`src/rtl/bk_serial_unadder.sv`:
```
// bk_serial_unadder: bit-serial subtractor recovering B = S - A from a Brent-Kung sum S and addend A.
// Resolves DIGIT bits per cycle, LSB first, with valid/ready handshakes on input and output.
// Optional range check enabled by defining BK_UNADD_RANGE_CHECK_EN; without it out_err is tied to 0.
module bk_serial_unadder #(
  parameter int unsigned WIDTH = 12,
  parameter int unsigned DIGIT = 1
) (
  input  logic             clk,
  input  logic             rst_n,
  input  logic             in_valid,
  output logic             in_ready,
  input  logic [WIDTH:0]   in_sum,
  input  logic [WIDTH-1:0] in_addend,
  output logic             out_valid,
  input  logic             out_ready,
  output logic [WIDTH-1:0] out_operand,
  output logic             out_err
);

  localparam int unsigned N  = WIDTH / DIGIT;
  localparam int unsigned CW = (N > 1) ? $clog2(N) : 1;

  if ((WIDTH % DIGIT) != 0) begin : g_bad_digit
    $error("bk_serial_unadder: WIDTH must be a multiple of DIGIT");
  end

  typedef enum logic [1:0] {StIdle, StRun, StDone} state_e;

  state_e           r_state;
  logic [WIDTH-1:0] r_sum;
  logic [WIDTH-1:0] r_add;
  logic [WIDTH-1:0] r_res;
  logic [WIDTH-1:0] r_out_operand;
  logic             r_borrow;
  logic [CW-1:0]    r_cnt;
  logic             r_out_valid;

  logic [DIGIT:0]   w_d;
  logic [WIDTH-1:0] w_res_next;
  logic             w_last;

  // One digit of S - A - borrow; the extra MSB is the outgoing borrow (sign of the digit difference).
  assign w_d = {1'b0, r_sum[DIGIT-1:0]} - {1'b0, r_add[DIGIT-1:0]} - {{DIGIT{1'b0}}, r_borrow};

  // New digit enters from the MSB side so that after N shifts the LSB digit lands at bit 0.
  assign w_res_next = (r_res >> DIGIT) | (WIDTH'(w_d[DIGIT-1:0]) << (WIDTH - DIGIT));
  assign w_last     = (r_cnt == CW'(N - 1));

  assign in_ready    = (r_state == StIdle);
  assign out_valid   = r_out_valid;
  assign out_operand = r_out_operand;

`ifdef BK_UNADD_RANGE_CHECK_EN
  logic r_top;
  logic r_out_err;
  assign out_err = r_out_err;
`else
  logic w_unused_top;
  assign w_unused_top = in_sum[WIDTH];
  assign out_err      = 1'b0;
`endif

  // Control FSM and serial datapath; outputs are registered and change only on the final digit.
  always_ff @(posedge clk or negedge rst_n) begin
    if (!rst_n) begin
      r_state       <= StIdle;
      r_sum         <= '0;
      r_add         <= '0;
      r_res         <= '0;
      r_out_operand <= '0;
      r_borrow      <= 1'b0;
      r_cnt         <= '0;
      r_out_valid   <= 1'b0;
`ifdef BK_UNADD_RANGE_CHECK_EN
      r_top         <= 1'b0;
      r_out_err     <= 1'b0;
`endif
    end else begin
      unique case (r_state)
        StIdle: begin
          if (in_valid) begin
            r_sum    <= in_sum[WIDTH-1:0];
            r_add    <= in_addend;
            r_borrow <= 1'b0;
            r_cnt    <= '0;
`ifdef BK_UNADD_RANGE_CHECK_EN
            r_top    <= in_sum[WIDTH];
`endif
            r_state  <= StRun;
          end
        end
        StRun: begin
          r_sum    <= r_sum >> DIGIT;
          r_add    <= r_add >> DIGIT;
          r_res    <= w_res_next;
          r_borrow <= w_d[DIGIT];
          r_cnt    <= r_cnt + CW'(1);
          if (w_last) begin
            r_out_operand <= w_res_next;
            r_out_valid   <= 1'b1;
`ifdef BK_UNADD_RANGE_CHECK_EN
            // Full result is 2^WIDTH*(top - borrow) + low; in range only when top == borrow.
            r_out_err     <= r_top ^ w_d[DIGIT];
`endif
            r_state       <= StDone;
          end
        end
        StDone: begin
          if (out_ready) begin
            r_out_valid <= 1'b0;
            r_state     <= StIdle;
          end
        end
        default: r_state <= StIdle;
      endcase
    end
  end

endmodule

```
`config.mk`:
```
export PLATFORM = sky130hd
export DESIGN_NAME = bk_serial_unadder
export DESIGN_NICKNAME = d
export VERILOG_FILES = /design/src/rtl/bk_serial_unadder.sv
export SDC_FILE = /design/constraint.sdc
export NUM_CORES = 1
export LEC_CHECK = 0
export ABC_AREA = 1
export CORE_ASPECT_RATIO = 0.8
export CORE_MARGIN = 4
export CORE_UTILIZATION = 45
export DETAILED_ROUTE_END_ITERATION = 12
export GPL_ROUTABILITY_DRIVEN = 0
export PLACE_DENSITY = 0.7
export SLEW_MARGIN = 0
export SYNTH_ARGS = -nofsm -noshare
export SYNTH_HDL_FRONTEND = slang
export SYNTH_SLANG_ARGS = --single-unit
```
`constraint.sdc`:
```
create_clock -name clk -period 1.6 [get_ports clk]
set_clock_uncertainty 0.2 [all_clocks]
set_input_delay 0.32 -clock clk [delete_from_list [all_inputs] [get_ports clk]]
set_output_delay 0.32 -clock clk [all_outputs]
set_load 0.1 [all_outputs]
```
==> results_dict.tcl, run 1 <==
set metrics [dict create \
    status "complete, but fails checks" \
    violations "setup timing" \
    drt-pass1-iter-count 4 \
    drt_iter0_markers 111 \
    antenna_left 0 \
    final-hold-violation-count 0 \
    critical_path.cell_chain "nor2_1 -> buf_4 -> buf_12" \
    peakVddDrop_v 0.00125 \
    area_growth_pct 34.8 \
    fin_util_pct 63.1 \
    placed_cell_area_mm2 0.00305 \
    netlist_area_mm2 0.00237 \
    antenna_found_initial 0 \
    ys_types 21 \
    p_leak_nw 1.54 \
    core_area_mm2 0.00506 \
    drc 0 \
    ys_warn_count 0 \
    critPathMaxStageDelay_ps 400 \
    overflow 0 \
    fin_crit_ps 1620 \
    cts-root-buf "clkbuf_8" \
    synth_seq_cells 55 \
    grt_max_degree 31 \
    gr-max-usage-layer "met2" \
    worstSkewPairLatency_ps 300 \
    synthCells 271 \
    cts_tree "done" \
    start_kind "flop" \
    cp_top_family "flip-flops" \
    regArea_mm2 0.00138 \
    finalPower_mw 6.48 \
    htreeDepth 2 \
    cp_max_fo 2 \
    final_cell_area_mm2 0.00320 \
    io_pins 44 \
    grt_pass1_vias 1796 \
    hold_path_class "flop to flop" \
    n_fill_cell 437 \
    worstSetupPathType "flop to output pin" \
    multi_input_area_um2 868 \
    slew_viol_final 0 \
    slowest_stage "dfrtp_1" \
    die_w_um 89.2 \
    p_per_area_mw_per_mm2 2030 \
    drive_gt1_share_pct 14.0 \
    wl_per_cell_um 12.8 \
    crit_arrival_ps 1100 \
    syn_nets 302 \
    met2_usage_pct 25.4 \
    dieArea_mm2 0.00650 \
    avgSynthCellArea_um2 8.75 \
    numCtsBuffers 5 \
    max_freq_ghz 0.615 \
    io_buffers 41 \
    clockBufferDepth 2 \
    vias_per_cell 5.06 \
    initial_core_util_pct 46.8 \
    fin_nets 351 \
    cts_sinks 55 \
    end_kind "output pin" \
    fin_ws_ps -24.9 \
    num_vias 1937 \
    final_cell_mix "85 x nand2_1, 74 x nand3_1, 55 x dfrtp_1, 26 x clkdlybuf4s50_1, 17 x buf_12" \
    routed_wl_mm 4.92 \
    final_common_cell "nand2_1" \
    rsz0062_at_grt "true" \
    gr-usage-met3_pct 3.16 \
    seq_area_frac_synth_pct 58.0 \
    place_hpwl_mm 3.36 \
    cp.required_ps 1080 \
    cap_violations 0 \
    fin_worst_hold_slack_ps 274 \
    path_buf_inv 2 \
    antenna_cells 0 \
    path_clk_slew_ps 100 \
    die_h_um 72.9 \
    grt_first_pass_wirelength_mm 8.45 \
    fin_crit_sh_pct 102 \
    use_met1_pct 24.4 \
    fp-row-count 23 \
    finalSetupViolations 1 \
    grt_usage_pct 16.8 \
]
worst reg2reg max path: stages, from the launching register on:
cell and delay [ps]:
dfrtp_1 380, buf_4 140, nand2_2 140, buf_4 290
nand2_1 140, o22ai_1 160
metrics by stage:
stage                     setup TNS [ps]  setup slack, ps  cells
after detailed placement           -1910             -183    371
after global routing               -96.3            -96.3    383
final                              -24.9            -24.9    383
after CTS                          -30.9            -30.9    383
after floorplan                        0              116    271
after global placement             -1260             -104    371
what timing repair did:
action | CTS | global route
pin swaps | 0 | 0
buffers inserted | 3 | 0
endpoints found under the hold margin | 14 | 0
hold buffers | 1 | 0
setup endpoints to repair | 13 | 31
gates resized for setup | 2 | 3
synth_stat cells:
cell type	instances	area share (%)
nand3_1	74	16
buf_6	2	0.95
xnor2_1	1	0.37
nand2_2	2	0.53
clkbuf_1	5	0.79
inv_1	9	1.4
nand2_1	85	13
nor2_1	5	0.79
buf_2	10	2.1
o22ai_1	1	0.26
o21ai_0	8	1.7
o31ai_1	1	0.32
inv_2	2	0.32
nand4_1	1	0.26
ha_1	1	0.53
a21oi_1	1	0.21
o21ai_1	5	1.1
dfrtp_1	55	58
buf_4	1	0.32
conb_1	1	0.16
fa_1	1	0.84
final cells by class:
cell class / instances / area share [%]
multi-input combinational: 187 / 27.2
clock buffer: 8 / 3.13
inverter: 11 / 1.37
timing repair buffer: 60 / 22.9
sequential: 55 / 43.0
tap: 62 / 2.43
where the power goes:
| part | total (mW) | internal (mW) | leakage [nW] | switching, mW |
|---|---|---|---|---|
| Combinational | 3.34 | 1.24 | 0.780 | 2.09 |
| Sequential | 2.32 | 1.95 | 0.709 | 0.370 |
| Clock | 0.826 | 0.396 | 0.0515 | 0.430 |
| Total | 6.48 | 3.59 | 1.54 | 2.89 |
metal layers:
metal	wire (um)	up-vias
met5	0	-
met2	2350	34
li1	-	977
met4	68	0
met3	186	7
met1	2310	919
registers in the layout (all words and copies together), names as in the netlist:
| signal | count |
|---|---|
| r_cnt | 4 |
| r_add | 12 |
| r_res | 11 |
| r_state | 2 |
| r_sum | 12 |
| out_valid | 1 |
| r_borrow | 1 |
| out_operand | 12 |
final timing paths:
| kind | slack (ps) | from | endpoint | cells after the start |
|---|---|---|---|---|
| max in group asynchronous | 450 | rst_n | out_operand[10]$_DFFE_PN0P_ | 3 |
| min reg2reg | 270 | r_res[2]$_DFFE_PN0P_ | out_operand[1]$_DFFE_PN0P_ | 2 |
| max reg2reg | 60 | r_state[0]$_DFFE_PN0P_ | r_borrow$_DFFE_PN0P_ | 5 |
| min | 270 | r_res[2]$_DFFE_PN0P_ | out_operand[1]$_DFFE_PN0P_ | 2 |
| min in group asynchronous | 280 | rst_n | r_add[6]$_DFFE_PN0P_ | 2 |
| max | -20 | r_state[1]$_DFFE_PN0P_ | in_ready | 3 |
cells by family after synthesis:
group           Yosys count  synth area share [%]
buf+inv                  29                  5.91
flops                    55                  58.0
simple gates            167                  30.6
fa+ha+maj                 2                  1.37
compound gates           16                  3.53
xor+xnor                  1                 0.369
other cells               1                 0.158
Power figures use the tool's default switching activity.
==> inputs of run 2 (changes only) <==
--- a/config.mk
+++ b/config.mk
@@ -5,10 +5,11 @@
 export SDC_FILE = /design/constraint.sdc
 export NUM_CORES = 1
 export LEC_CHECK = 0
-export ABC_AREA = 1
+export ABC_AREA = 0
 export CORE_ASPECT_RATIO = 0.8
 export CORE_MARGIN = 4
 export CORE_UTILIZATION = 45
+export CTS_BUF_LIST = sky130_fd_sc_hd__clkbuf_4
 export DETAILED_ROUTE_END_ITERATION = 12
 export GPL_ROUTABILITY_DRIVEN = 0
 export PLACE_DENSITY = 0.7
==> results_dict.tcl, run 2 <==
set metrics [dict create \
    fin_nets 352 \
    n_fill_cell 335 \
    reg2reg_depth 7 \
    seq_area_frac_synth_pct 55.2 \
    antenna_found_initial 0 \
    io_buffers 41 \
    ys_types 30 \
    cts_tree "done" \
    synth-edff-count 0 \
    synthTopCellsByCount "55 x dfrtp_1, 38 x nand2_1, 25 x a21oi_1, 25 x nor2b_1, 24 x o21ai_0" \
    synth_top_family_by_area "compound AO/OA/AOI/OAI gates" \
    ys.flop_type "dfrtp_1" \
    violations "setup timing" \
    grt_usage_pct 20.3 \
    fin_crit_ps 1860 \
    cts-root-buf "clkbuf_4" \
    p_per_area_mw_per_mm2 2230 \
    drt-pass1-iter-count 4 \
    die_w_um 91.2 \
    finalPower_mw 8.44 \
    cp_max_fo 4 \
    synth_adder_area_share_pct 1.31 \
    synth_top_area_share_pct 55.2 \
    start_kind "flop" \
    power_frac_comb_pct 61.8 \
    io_pins 44 \
    switching_share_pct 45.6 \
    drt_iter0_markers 212 \
    synth_seq_cells 55 \
    cap_violations 0 \
    fin_crit_sh_pct 116 \
    end_kind "output pin" \
    wl_per_cell_um 18.4 \
    avgSynthCellArea_um2 10.3 \
    critical_path.cell_chain "buf_12 -> nor2_4 -> buf_12" \
    yosys.area_share.simple_pct 14.9 \
    worstSkewPairLatency_ps 410 \
    synth-xor-area-share_pct 0 \
    clockBufferDepth 2 \
    overflow 0 \
    fp-row-count 23 \
    grt_first_pass_wirelength_mm 10.6 \
    r2r-start "r_state[0]$_DFFE_PN0P_" \
    area_growth_pct 52.0 \
    vias_per_cell 5.71 \
    cts_sinks 55 \
    fin_util_pct 73.1 \
    initial_core_util_pct 48.1 \
    peakVddDrop_v 0.00133 \
    antenna_cells 0 \
    syn_nets 273 \
    htreeDepth 2 \
    cp.required_ps 1080 \
    place_hpwl_mm 3.49 \
    slew_viol_final 0 \
    core_area_mm2 0.00518 \
    crit_arrival_ps 1340 \
    synth.area.mux_share_pct 5.87 \
    rsz0062_at_grt "true" \
    final_common_cell "dfrtp_1" \
    max_freq_ghz 0.539 \
    rr_endpoint "out_operand[8]$_DFFE_PN0P_" \
    synthCells 242 \
    pwr-share-seq_pct 30.1 \
    regToRegSetupSlack_ps -230 \
    intPower_mw 4.59 \
    grt_pass1_vias 2119 \
    yosys-top-cells-area "dfrtp_1 55%, a22oi_1 6.3%, nor2b_1 6.3%, mux2_2 5.9%, nand2_1 5.7%" \
    cp_top_family "flip-flops" \
    antenna_left 0 \
    num_vias 2193 \
    final_cell_mix "55 x dfrtp_1, 35 x nand2_1, 26 x clkdlybuf4s50_1, 25 x buf_4, 24 x o21ai_1" \
    slowest_stage "dfrtp_1" \
    final-hold-violation-count 0 \
    critPathMaxStageDelay_ps 480 \
    p_leak_nw 1.71 \
    dieArea_mm2 0.00680 \
    numCtsBuffers 5 \
    path_clk_slew_ps 190 \
    p_sw_mw 3.85 \
    worstSetupPathType "flop to output pin" \
    drc 0 \
    yosysMostFrequentCell "dfrtp_1" \
    netlist_area_mm2 0.00249 \
    grt_max_degree 56 \
    synth_largest_area_cell "dfrtp_1" \
    power_frac_clock_pct 8.1 \
    ys_warn_count 0 \
    finalSetupViolations 40 \
    die_h_um 74.6 \
    status "complete, but fails checks" \
    drive_gt1_share_pct 34.8 \
    path_buf_inv 2 \
    cp_common_cell "buf_12" \
    fin_ws_ps -256 \
    synth-compound-area-share_pct 18.6 \
    synth-async-reset-ratio_pct 100 \
    routed_wl_mm 7.05 \
    hold_path_class "primary input to async pin" \
]
## run 2: logic make-up after synthesis
| kind of cell | Yosys count |
|---|---|
| simple gates | 73 |
| fa+ha+maj | 2 |
| buf+inv | 20 |
| mux | 13 |
| flops | 55 |
| other cells | 1 |
| compound gates | 78 |
## run 2: worst max-delay path by stage
stage	from	to	slack [ps]	depth (start not counted)
CTS	r_state[0]$_DFFE_PN0P_	in_ready	-230	3
finish	r_state[0]$_DFFE_PN0P_	in_ready	-260	3
detailed placement	r_state[1]$_DFFE_PN0P_	r_res[5]$_DFFE_PN0P_	-320	4
global route	r_state[0]$_DFFE_PN0P_	in_ready	-310	3
global placement	r_state[1]$_DFFE_PN0P_	r_cnt[3]$_DFFE_PN0P_	-310	3
floorplan	r_cnt[0]$_DFFE_PN0P_	out_operand[0]$_DFFE_PN0P_	-100	5
## run 2: through the flow
| stage | instance area [um2] | worst slack (ps) | std cells | setup TNS [ps] | hold slack, ps |
|---|---|---|---|---|---|
| floorplan | 2550 | -97.9 | 242 | -857 | -176 |
| global placement | 3220 | -314 | 345 | -10450 | 141 |
| detailed placement | 3220 | -316 | 345 | -10600 | 139 |
| CTS | 3580 | -229 | 371 | -1660 | 219 |
| global route | 3790 | -312 | 384 | -6440 | 224 |
| finish | 3790 | -256 | 384 | -3960 | 227 |
## run 2: area by class of cell
class	instances	area, um2	area share [%]
Tap cell	62	77.6	2.05
Multi-Input combinational cell	168	1200	31.6
Timing Repair Buffer	88	1060	27.9
Clock buffer	5	37.5	0.991
Sequential cell	55	1380	36.3
Clock inverter	3	28.8	0.760
Inverter	3	11.3	0.297
## run 2: timing repair
item / 4_1_cts / 5_1_grt
cloned: 5 / 0
hold buffers: 1 / 0
hold endpoints to repair: 55 / 0
buffers inserted: 13 / 15
pin swaps: 2 / 31
resized for setup: 24 / 56
setup endpoints to repair: 49 / 57
## run 2: routing by layer
| layer | wire length, um | track usage (%) | share of wire (%) | vias up |
|---|---|---|---|---|
| met1 | 2920 | 26.1 | 41 | 1096 |
| li1 | - | - | - | 996 |
| met4 | 186 | 8.03 | 2.6 | 0 |
| met5 | 0 | 0 | 0 | - |
| met3 | 421 | 4.45 | 6.0 | 19 |
| met2 | 3520 | 34.3 | 50 | 82 |
## run 2: worst reg2reg max path, delay by kind of cell (launching register included)
family / cells / cell delay [ps]
multiplexers: 1 / 300
flip-flops: 1 / 480
buffers and inverters: 4 / 510
AND/OR/NAND/NOR: 2 / 230
## run 2: power by group through the flow
| stage | sequential (mW) | clock (mW) | combinational [mW] |
|---|---|---|---|
| final | 2.54 | 0.686 | 5.22 |
| after global routing | 2.60 | 0.764 | 5.49 |
| after global placement | 2.48 | 0 | 3.97 |
| after detailed placement | 2.50 | 0 | 4.04 |
| after floorplan | 3.46 | 0 | 1.65 |
| after CTS | 2.49 | 0.698 | 4.63 |
==> inputs of run 3 (changes only) <==
--- a/config.mk
+++ b/config.mk
@@ -6,13 +6,14 @@
 export NUM_CORES = 1
 export LEC_CHECK = 0
 export ABC_AREA = 0
+export CAP_MARGIN = 5
 export CORE_ASPECT_RATIO = 0.8
 export CORE_MARGIN = 4
-export CORE_UTILIZATION = 45
+export CORE_UTILIZATION = 54
 export CTS_BUF_LIST = sky130_fd_sc_hd__clkbuf_4
 export DETAILED_ROUTE_END_ITERATION = 12
 export GPL_ROUTABILITY_DRIVEN = 0
-export PLACE_DENSITY = 0.7
+export PLACE_DENSITY = 0.82
 export SLEW_MARGIN = 0
 export SYNTH_ARGS = -nofsm -noshare
 export SYNTH_HDL_FRONTEND = slang
==> results_dict.tcl, run 3 (synthesized netlist as in run 2, its figures left out) <==
set metrics [dict create \
    end_kind "output pin" \
    numCtsBuffers 5 \
    fp-row-count 21 \
    cp_max_fo 5 \
    r2r-start "r_state[1]$_DFFE_PN0P_" \
    hold_path_class "primary input to async pin" \
    p_per_area_mw_per_mm2 2230 \
    fin_nets 342 \
    cts_tree "done" \
    worstSkewPairLatency_ps 400 \
    fin_crit_sh_pct 120 \
    slowest_stage "dfrtp_1" \
    final-hold-violation-count 0 \
    reg2reg_depth 6 \
    critPathLaunch "r_state[1]$_DFFE_PN0P_" \
    max_freq_ghz 0.522 \
    cp_common_cell "buf_12" \
    vias_per_cell 6.23 \
    status "complete, but fails checks" \
    core_area_mm2 0.00431 \
    dp_cells 343 \
    cap_violations 0 \
    initial_core_util_pct 57.8 \
    rr_endpoint "out_operand[0]$_DFFE_PN0P_" \
    drt_iter0_markers 234 \
    start_kind "flop" \
    wl_per_cell_um 20.9 \
    overflow 0 \
    num_vias 2299 \
    grt_first_pass_wirelength_mm 10.8 \
    grt_max_degree 56 \
    violations "setup timing" \
    grt_usage_pct 24.0 \
    dieArea_mm2 0.00577 \
    fin_ws_ps -317 \
    finalPower_mw 8.19 \
    final_cell_mix "55 x dfrtp_1, 37 x nand2_1, 26 x clkdlybuf4s50_1, 23 x o21ai_1, 23 x nor2b_1" \
    grt_pass1_vias 2201 \
    crit_arrival_ps 1400 \
    peakVddDrop_v 0.00127 \
    drc 0 \
    routed_wl_mm 7.70 \
    final_common_cell "dfrtp_1" \
    cp_top_family "buffers and inverters" \
    drive_gt1_share_pct 33.3 \
    place_hpwl_mm 3.68 \
    area_growth_pct 47.7 \
    cp.required_ps 1080 \
    critical_path.cell_chain "buf_6 -> buf_12 -> nor2_4 -> buf_12" \
    path_clk_slew_ps 170 \
    placed_cell_area_mm2 0.00324 \
    drt-pass1-iter-count 5 \
    finalSetupViolations 41 \
    antenna_left 0 \
    io_pins 44 \
    antenna_cells 0 \
    fin_cells 369 \
    clockBufferDepth 2 \
    p_leak_nw 1.67 \
    io_buffers 41 \
    cts-root-buf "clkbuf_4" \
    worstSetupPathType "flop to output pin" \
    final_cell_area_mm2 0.00368 \
    htreeDepth 2 \
    cts_sinks 55 \
    fin_worst_hold_slack_ps 225 \
    antenna_found_initial 0 \
    die_w_um 84.0 \
    die_h_um 68.8 \
    slew_viol_final 0 \
    rsz0062_at_grt "true" \
    regToRegSetupSlack_ps -260 \
    path_buf_inv 3 \
    critPathMaxStageDelay_ps 430 \
    fin_crit_ps 1920 \
]
## run 3: cell types whose count changed in the layout (fill, tap and decap cells not counted), moves of 2 or more
cell / previous run / this run
buf_6: 15 / 8
a21oi_1: 9 / 4
a21oi_2: 16 / 21
buf_4: 25 / 21
clkbuf_16: 0 / 2
clkinv_2: 0 / 2
clkinv_4: 2 / 0
nand2_1: 35 / 37
nand2_2: 3 / 1
## run 3: final cells by class
type,count,area [um2]
clock buffer,5,37.5
sequential,55,1380
timing repair buffer,78,966
tap,57,71.3
multi-input combinational,168,1200
inverter,3,11.3
fill,214,628
clock inverter,3,18.8
## run 3: repair_timing
action	4_1_cts	5_1_grt
gates resized for setup	23	53
endpoints found under the hold margin	55	0
hold buffers	1	0
setup buffers	7	8
cloned	4	2
pin swaps	2	41
setup endpoints to repair	52	47
## run 3: routing by layer
| metal | vias to the layer above | part of all wire (%) | track usage (%) |
|---|---|---|---|
| li1 | 981 | - | - |
| met1 | 1158 | 38 | 31.0 |
| met2 | 130 | 50 | 40.4 |
| met3 | 30 | 8.2 | 4.63 |
| met4 | 0 | 3.3 | 10.4 |
| met5 | - | 0 | 0 |
## run 3: per-stage QoR
step / util, % / TNS, ps / worst slack [ps]
after floorplan: - / -857 / -97.9
after global placement: 75.2 / -8530 / -263
after detailed placement: 75.2 / -10020 / -298
after CTS: 81.7 / -3670 / -303
after global routing: 85.4 / -7960 / -376
final: 85.4 / -5330 / -317
## run 3: worst reg2reg max path, cell delays in order (launching register included)
cell      delay [ps]
dfrtp_1          430
buf_6            140
buf_4            130
nand2b_4         140
nor3_4           210
buf_6            180
mux2_4           310
## run 3: how the worst max path moves through the flow
stage / to / slack, ps / depth (start not counted)
floorplan: out_operand[0]$_DFFE_PN0P_ / -100 / 5
global placement: r_cnt[3]$_DFFE_PN0P_ / -260 / 3
detailed placement: r_cnt[3]$_DFFE_PN0P_ / -300 / 3
CTS: in_ready / -300 / 4
global route: in_ready / -380 / 4
finish: in_ready / -320 / 4
## run 3: report_power, final
group | switching, mW | internal [mW]
clock network | 0.452 | 0.173
registers | 0.564 | 1.99
logic | 2.82 | 2.19
==> RTL change 1 (flow settings as in run 1) <==
The 3 states of `state_e` get a one-hot encoding in 3 bits.
--- a/src/rtl/bk_serial_unadder.sv
+++ b/src/rtl/bk_serial_unadder.sv
@@ -26,3 +26,3 @@
 
-  typedef enum logic [1:0] {StIdle, StRun, StDone} state_e;
+  typedef enum logic [2:0] {StIdle = 3'b001, StRun = 3'b010, StDone = 3'b100} state_e;
 
Function: no difference found for any inputs over 10 cycles, from zero or initial values and one cycle with rst_n low; not proved beyond that.
==> RTL change 1 against run 1 <==
The run still ends with negative setup slack left. Area after synthesis grew 12%. Critical path type unchanged. Cell count grew 23%. Worst hold slack gained 0.012 ns. Final area grew 18%. Synthesized cell count grew 23%. Setup slack lost 0.17 ns. Critical endpoint unchanged. Wire length grew 40%. Sequential cell count grew 1. Total power shrank 11%.
==> RTL change 1: results (changes against run 1) <==
stage	metric	value	unit	change
global_route	initial antenna violation count	0		unchanged
synth	Synth Area in Compound Gates	2.45	%	-1.1 points
global_route	total global-route track usage	16.4	%	-0.43 points
power	leakage power total	0.00193	uW	+25%
synth	Syn Area/Cell	7.98	sq um	-8.8%
synth	Synth Net Count	364		+21%
min_path	Hold Crit Class	reg2reg		
place	DPL Wire Length	3.80	mm	+13%
drt	Routed WL	6.88	mm	+40%
synth	leading post-synthesis cells by cell area	dfrtp_1 (52%), nand2_1 (21%), nand3_1 (6.8%), nand4_1 (5.9%), buf_2 (2.4%)		
global_route	largest net degree at the start of global routing	57		+84%
drt	WL/cell	14.6	microns	+14%
global_route	first-pass GRT wire length	9.69	mm	+15%
status	status	finished, violations left		
clock_network	worst skew pair latency	0.32	ns	+0.02 ns
clock_network	TritonCTS Buffers	5		unchanged
synth	post-synthesis adder-cell area fraction	1.22	%	-0.15 points
power	P_sw	2310	uW	-20%
status	violated checks	negative setup slack		
synth	commonest cells in the netlist	nand2_1 (150), dfrtp_1 (55), nand3_1 (36)		
sta	Final setup viols	30		+29
synth	Yosys warning count	0		unchanged
synth	Post-Synth XOR/XNOR Area	0.330	%	-0.040 points
drt	DRT Pass-1 Iters	4		unchanged
sta	final worst slack	-0.200	ns	-0.175 ns
finish	share of cells above drive strength 1	17.1	%	+3.1 points
drt	via/cell ratio	5.23		+3.4%
power	VDD IR-drop max	1440	uV	+15%
synth	sequential share of the synthesized area	52.8	%	-5.2 points
finish	nets@finish	422		+20%
sta	setup tns final	-0.951	ns	-0.926 ns
worst_setup_path	Critical Path AT	1.28	ns	+0.18 ns
global_route	number of global-route vias before repair	2154		+20%
place	cell count after placement	442		+19%
drt	drt initial violations	211		+90%
==> RTL change 1: cell count changes in the layout (fill, tap and decap cells not counted), sizes merged, moves of 2 or more <==
cell,change
nand4,+24
nand2,+63
inv,+7
or2,+2
buf,+10
nand3,-37
clkbuf,+2
==> RTL change 1: area by class of cell <==
class	count	area (sq um)
fillers	422	1820
flip-flops and latches	56	1400
multi-input cells	236	1100
repair buffers	74	991
well taps	78	97.6
clock buffers	6	82.6
inverters	18	81.3
clock inverters	2	13.8
==> RTL change 1: worst max-delay path, cell delays in order (launching register included) <==
cell,delay [ns]
dfstp_2,0.57
nand3_4,0.10
clkinvlp_4,0.12
buf_12,0.18
==> RTL change 1: kinds of logic (layout without fill, tap and decap cells) <==
kind of cell               count (synthesis)  in the layout
AOI/OAI and AO/OA                         13             13
xor gates and xnor gates                   1              1
adders and majority gates                  2              2
buffers and inverters                     41            100
DFF                                       56             56
other                                      1              1
and+or+nand+nor                          219            219
==> RTL change 1: final timing paths <==
kind | cells past startpoint | end | slack (ns) | start
max | 3 | in_ready | -0.20 | r_state[0]
min | 2 | out_operand[1] | 0.29 | r_res[2]
max reg2reg | 8 | r_sum[6] | -0.06 | r_state[2]
min reg2reg | 2 | out_operand[1] | 0.29 | r_res[2]
max in group asynchronous | 3 | r_state[0] | 0.58 | rst_n
min in group asynchronous | 3 | out_operand[4] | 0.33 | rst_n
==> RTL change 1: power groups by stage <==
stage / registers, uW / logic, uW / clock network, uW
after global routing: 2210 / 3050 / 908
final: 2180 / 2790 / 831
after detailed placement: 2200 / 2060 / 0
after global placement: 2170 / 2000 / 0
after floorplan: 2140 / 1490 / 0
after CTS: 2170 / 2110 / 847
==> RTL change 1: what timing repair did <==
action / in CTS / in global routing
hold buffers: 1 / 0
setup buffers: 3 / 8
gates cloned: 0 / 8
endpoints found under the hold margin: 55 / 0
resized for setup: 4 / 20
pin swaps: 1 / 4
setup endpoints to repair: 1 / 43
==> RTL change 1: routing by layer <==
layer	GRT usage (%)	vias to the layer above	routed length, microns
li1	-	1190	-
met1	22.8	1185	3060
met2	26.0	75	3320
met3	2.64	7	404
met4	5.48	0	89
met5	0	-	0
==> RTL change 1: stage by stage <==
stage                     area, sq um  power [uW]  util, %  setup slack, ns
after global routing             3770        6170     67.4           -0.235
after detailed placement         3340        4250     59.7           -0.139
after global placement           3340        4170     59.7          -0.0920
final                            3770        5790     67.4           -0.200
after CTS                        3480        5120     62.3           -0.177
after floorplan                  2670        3630        -           0.0307
==> RTL change 2 (flow settings as in run 1) <==
Without the edit above. Change the parameter `WIDTH` from 12 to 24.
--- a/src/rtl/bk_serial_unadder.sv
+++ b/src/rtl/bk_serial_unadder.sv
@@ -4,3 +4,3 @@
 module bk_serial_unadder #(
-  parameter int unsigned WIDTH = 12,
+  parameter int unsigned WIDTH = 24,
   parameter int unsigned DIGIT = 1
Interface: changed (resized in_addend, in_sum and out_operand); port bits go from 44 to 80. The function was not compared with the original's and may differ.
==> RTL change 2 against run 1 <==
The run still ends with negative setup slack left. Register-to-register slack worse by 0.02 ns. Non-clock buffer count increased by 51. Wire length grew 120%. Sequential cell count increased by 49. Total power grew 97%. Final area increased by 98%. Area after synthesis is 94% higher. Setup slack lost 0.093 ns.
==> RTL change 2: results (changes against run 1) <==
stage	metric	value	unit	change
synth	commonest cells in the netlist	nand3_1 (163), nand2_1 (136), dfrtp_1 (104)		
worst_setup_path	reg2reg end	r_add[0]		
synth	leading post-synthesis cells by cell area	dfrtp_1 (57%), nand3_1 (18%), nand2_1 (11%), o21ai_0 (2.5%), nand3_2 (2.4%)		
global_route	total global-route track usage	18.2	%	+1.4 points
worst_setup_path	r2r setup slk	0.04	ns	-0.02 ns
finish	nets@finish	650		+85%
worst_setup_path	Setup crit start	r_state[1]		
global_route	largest net degree at the start of global routing	59		+90%
status	violated checks	negative setup slack		
place	PortBufs	77		+88%
sta	final worst slack	-0.118	ns	-0.0929 ns
global_route	first-pass GRT wire length	17.7	mm	+110%
clock_network	root buf cell	clkbuf_16		
min_path	Hold Crit Class	in2async		
place	DPL Wire Length	7.02	mm	+110%
synth	sequential share of the synthesized area	56.6	%	-1.4 points
worst_setup_path	R2R depth	7		+2
synth	Synth Net Count	566		+87%
place	cell count after placement	710		+91%
place	pre-CTS WS	-0.00445	ns	+0.178 ns
clock_network	worst skew pair latency	0.34	ns	+0.04 ns
clock_network	Reg clk slew, reported paths	0.06	ns	-0.04 ns
power	switching share of power	42.5	%	-2.1 points
clock_network	H-tree depth reported by CTS	3		+1
global_route	number of global-route vias before repair	3769		+110%
worst_setup_path	crit-path max FO	3		+1
sta	Final setup viols	1		unchanged
drt	DRT Pass-1 Iters	5		+1
synth	asr flop ratio synth	100	%	unchanged
global_route	initial antenna violation count	0		unchanged
status	status	finished, violations left		
synth	post-synthesis adder-cell area fraction	0.708	%	-0.66 points
synth	post-synthesis cell type count	25		+19%
finish	antenna cell count	0		unchanged
power	leakage power total	0.00298	uW	+93%
place	placed cell areas	5870	sq um	+93%
synth	Post-Synth XOR/XNOR Area	0	%	-0.37 points
drt	via/cell ratio	5.26		+4.1%
synth	cells after synthesis	511		+89%
sta	setup tns final	-0.118	ns	-0.0929 ns
drt	drt initial violations	434		+290%
synth	Synth Area in Compound Gates	3.02	%	-0.51 points
drt	WL/cell	14.8	microns	+15%
clock_network	TritonCTS Buffers	9		+4
power	VDD IR-drop max	1240	uV	-1.4%
finish	Non-Filler Instances	735		+92%
finish	share of cells above drive strength 1	15.9	%	+1.8 points
RTL change 2: cell count changes after synthesis, moves of 4 or more:
cell / change
buf_1: +7
nand3_2: +11
inv_1: +7
nand2_1: +51
o21ai_1: -4
o21ai_0: +15
dfrtp_1: +49
nand3_1: +89
clkbuf_1: -5
buf_4: +6
buf_2: +9
RTL change 2: per-layer routing:
layer | vias to the layer above | global-route usage [%] | share of wire (%)
met5 | - | 0 | 0
met4 | 0 | 5.05 | 1.2
met3 | 11 | 4.63 | 5.5
met2 | 113 | 29.1 | 48
met1 | 1877 | 24.8 | 46
li1 | 1868 | - | -
RTL change 2: repair_timing:
action	4_1_cts	5_1_grt
pin swaps	1	1
gates cloned	0	3
endpoints found under the setup margin	5	35
hold buffers	1	0
gates resized for setup	6	7
hold endpoints to repair	34	0
buffers inserted	4	3
RTL change 2: power groups by stage:
stage,clock (uW),combinational (uW),sequential (uW)
floorplan,0,2320,5810
global placement,0,5590,4460
detailed placement,0,5740,4500
CTS,2200,5880,4460
global route,2290,6660,4580
finish,2150,6170,4460
RTL change 2: worst min path at each step:
| stage | start | end | slack [ns] |
|---|---|---|---|
| floorplan | rst_n | out_operand[0] | -0.18 |
| global placement | rst_n | out_operand[17] | 0.04 |
| detailed placement | rst_n | r_res[18] | 0.04 |
| CTS | rst_n | out_valid | 0.22 |
| global route | rst_n | out_operand[2] | 0.26 |
| finish | rst_n | r_res[18] | 0.22 |
RTL change 2: worst max-delay path, cell delays in order (launching register included):
cell and delay, ns:
dfrtp_2 0.42, nor2_4 0.22, buf_12 0.21
RTL change 2: final cells by class:
cell class / instances / area, sq um
clock buffers: 12 / 246
flip-flops and latches: 104 / 2610
inverters: 18 / 70.1
multi-input cells: 351 / 1710
clock inverters: 3 / 42.5
well taps: 136 / 170
repair buffers: 111 / 1480
fillers: 794 / 3480
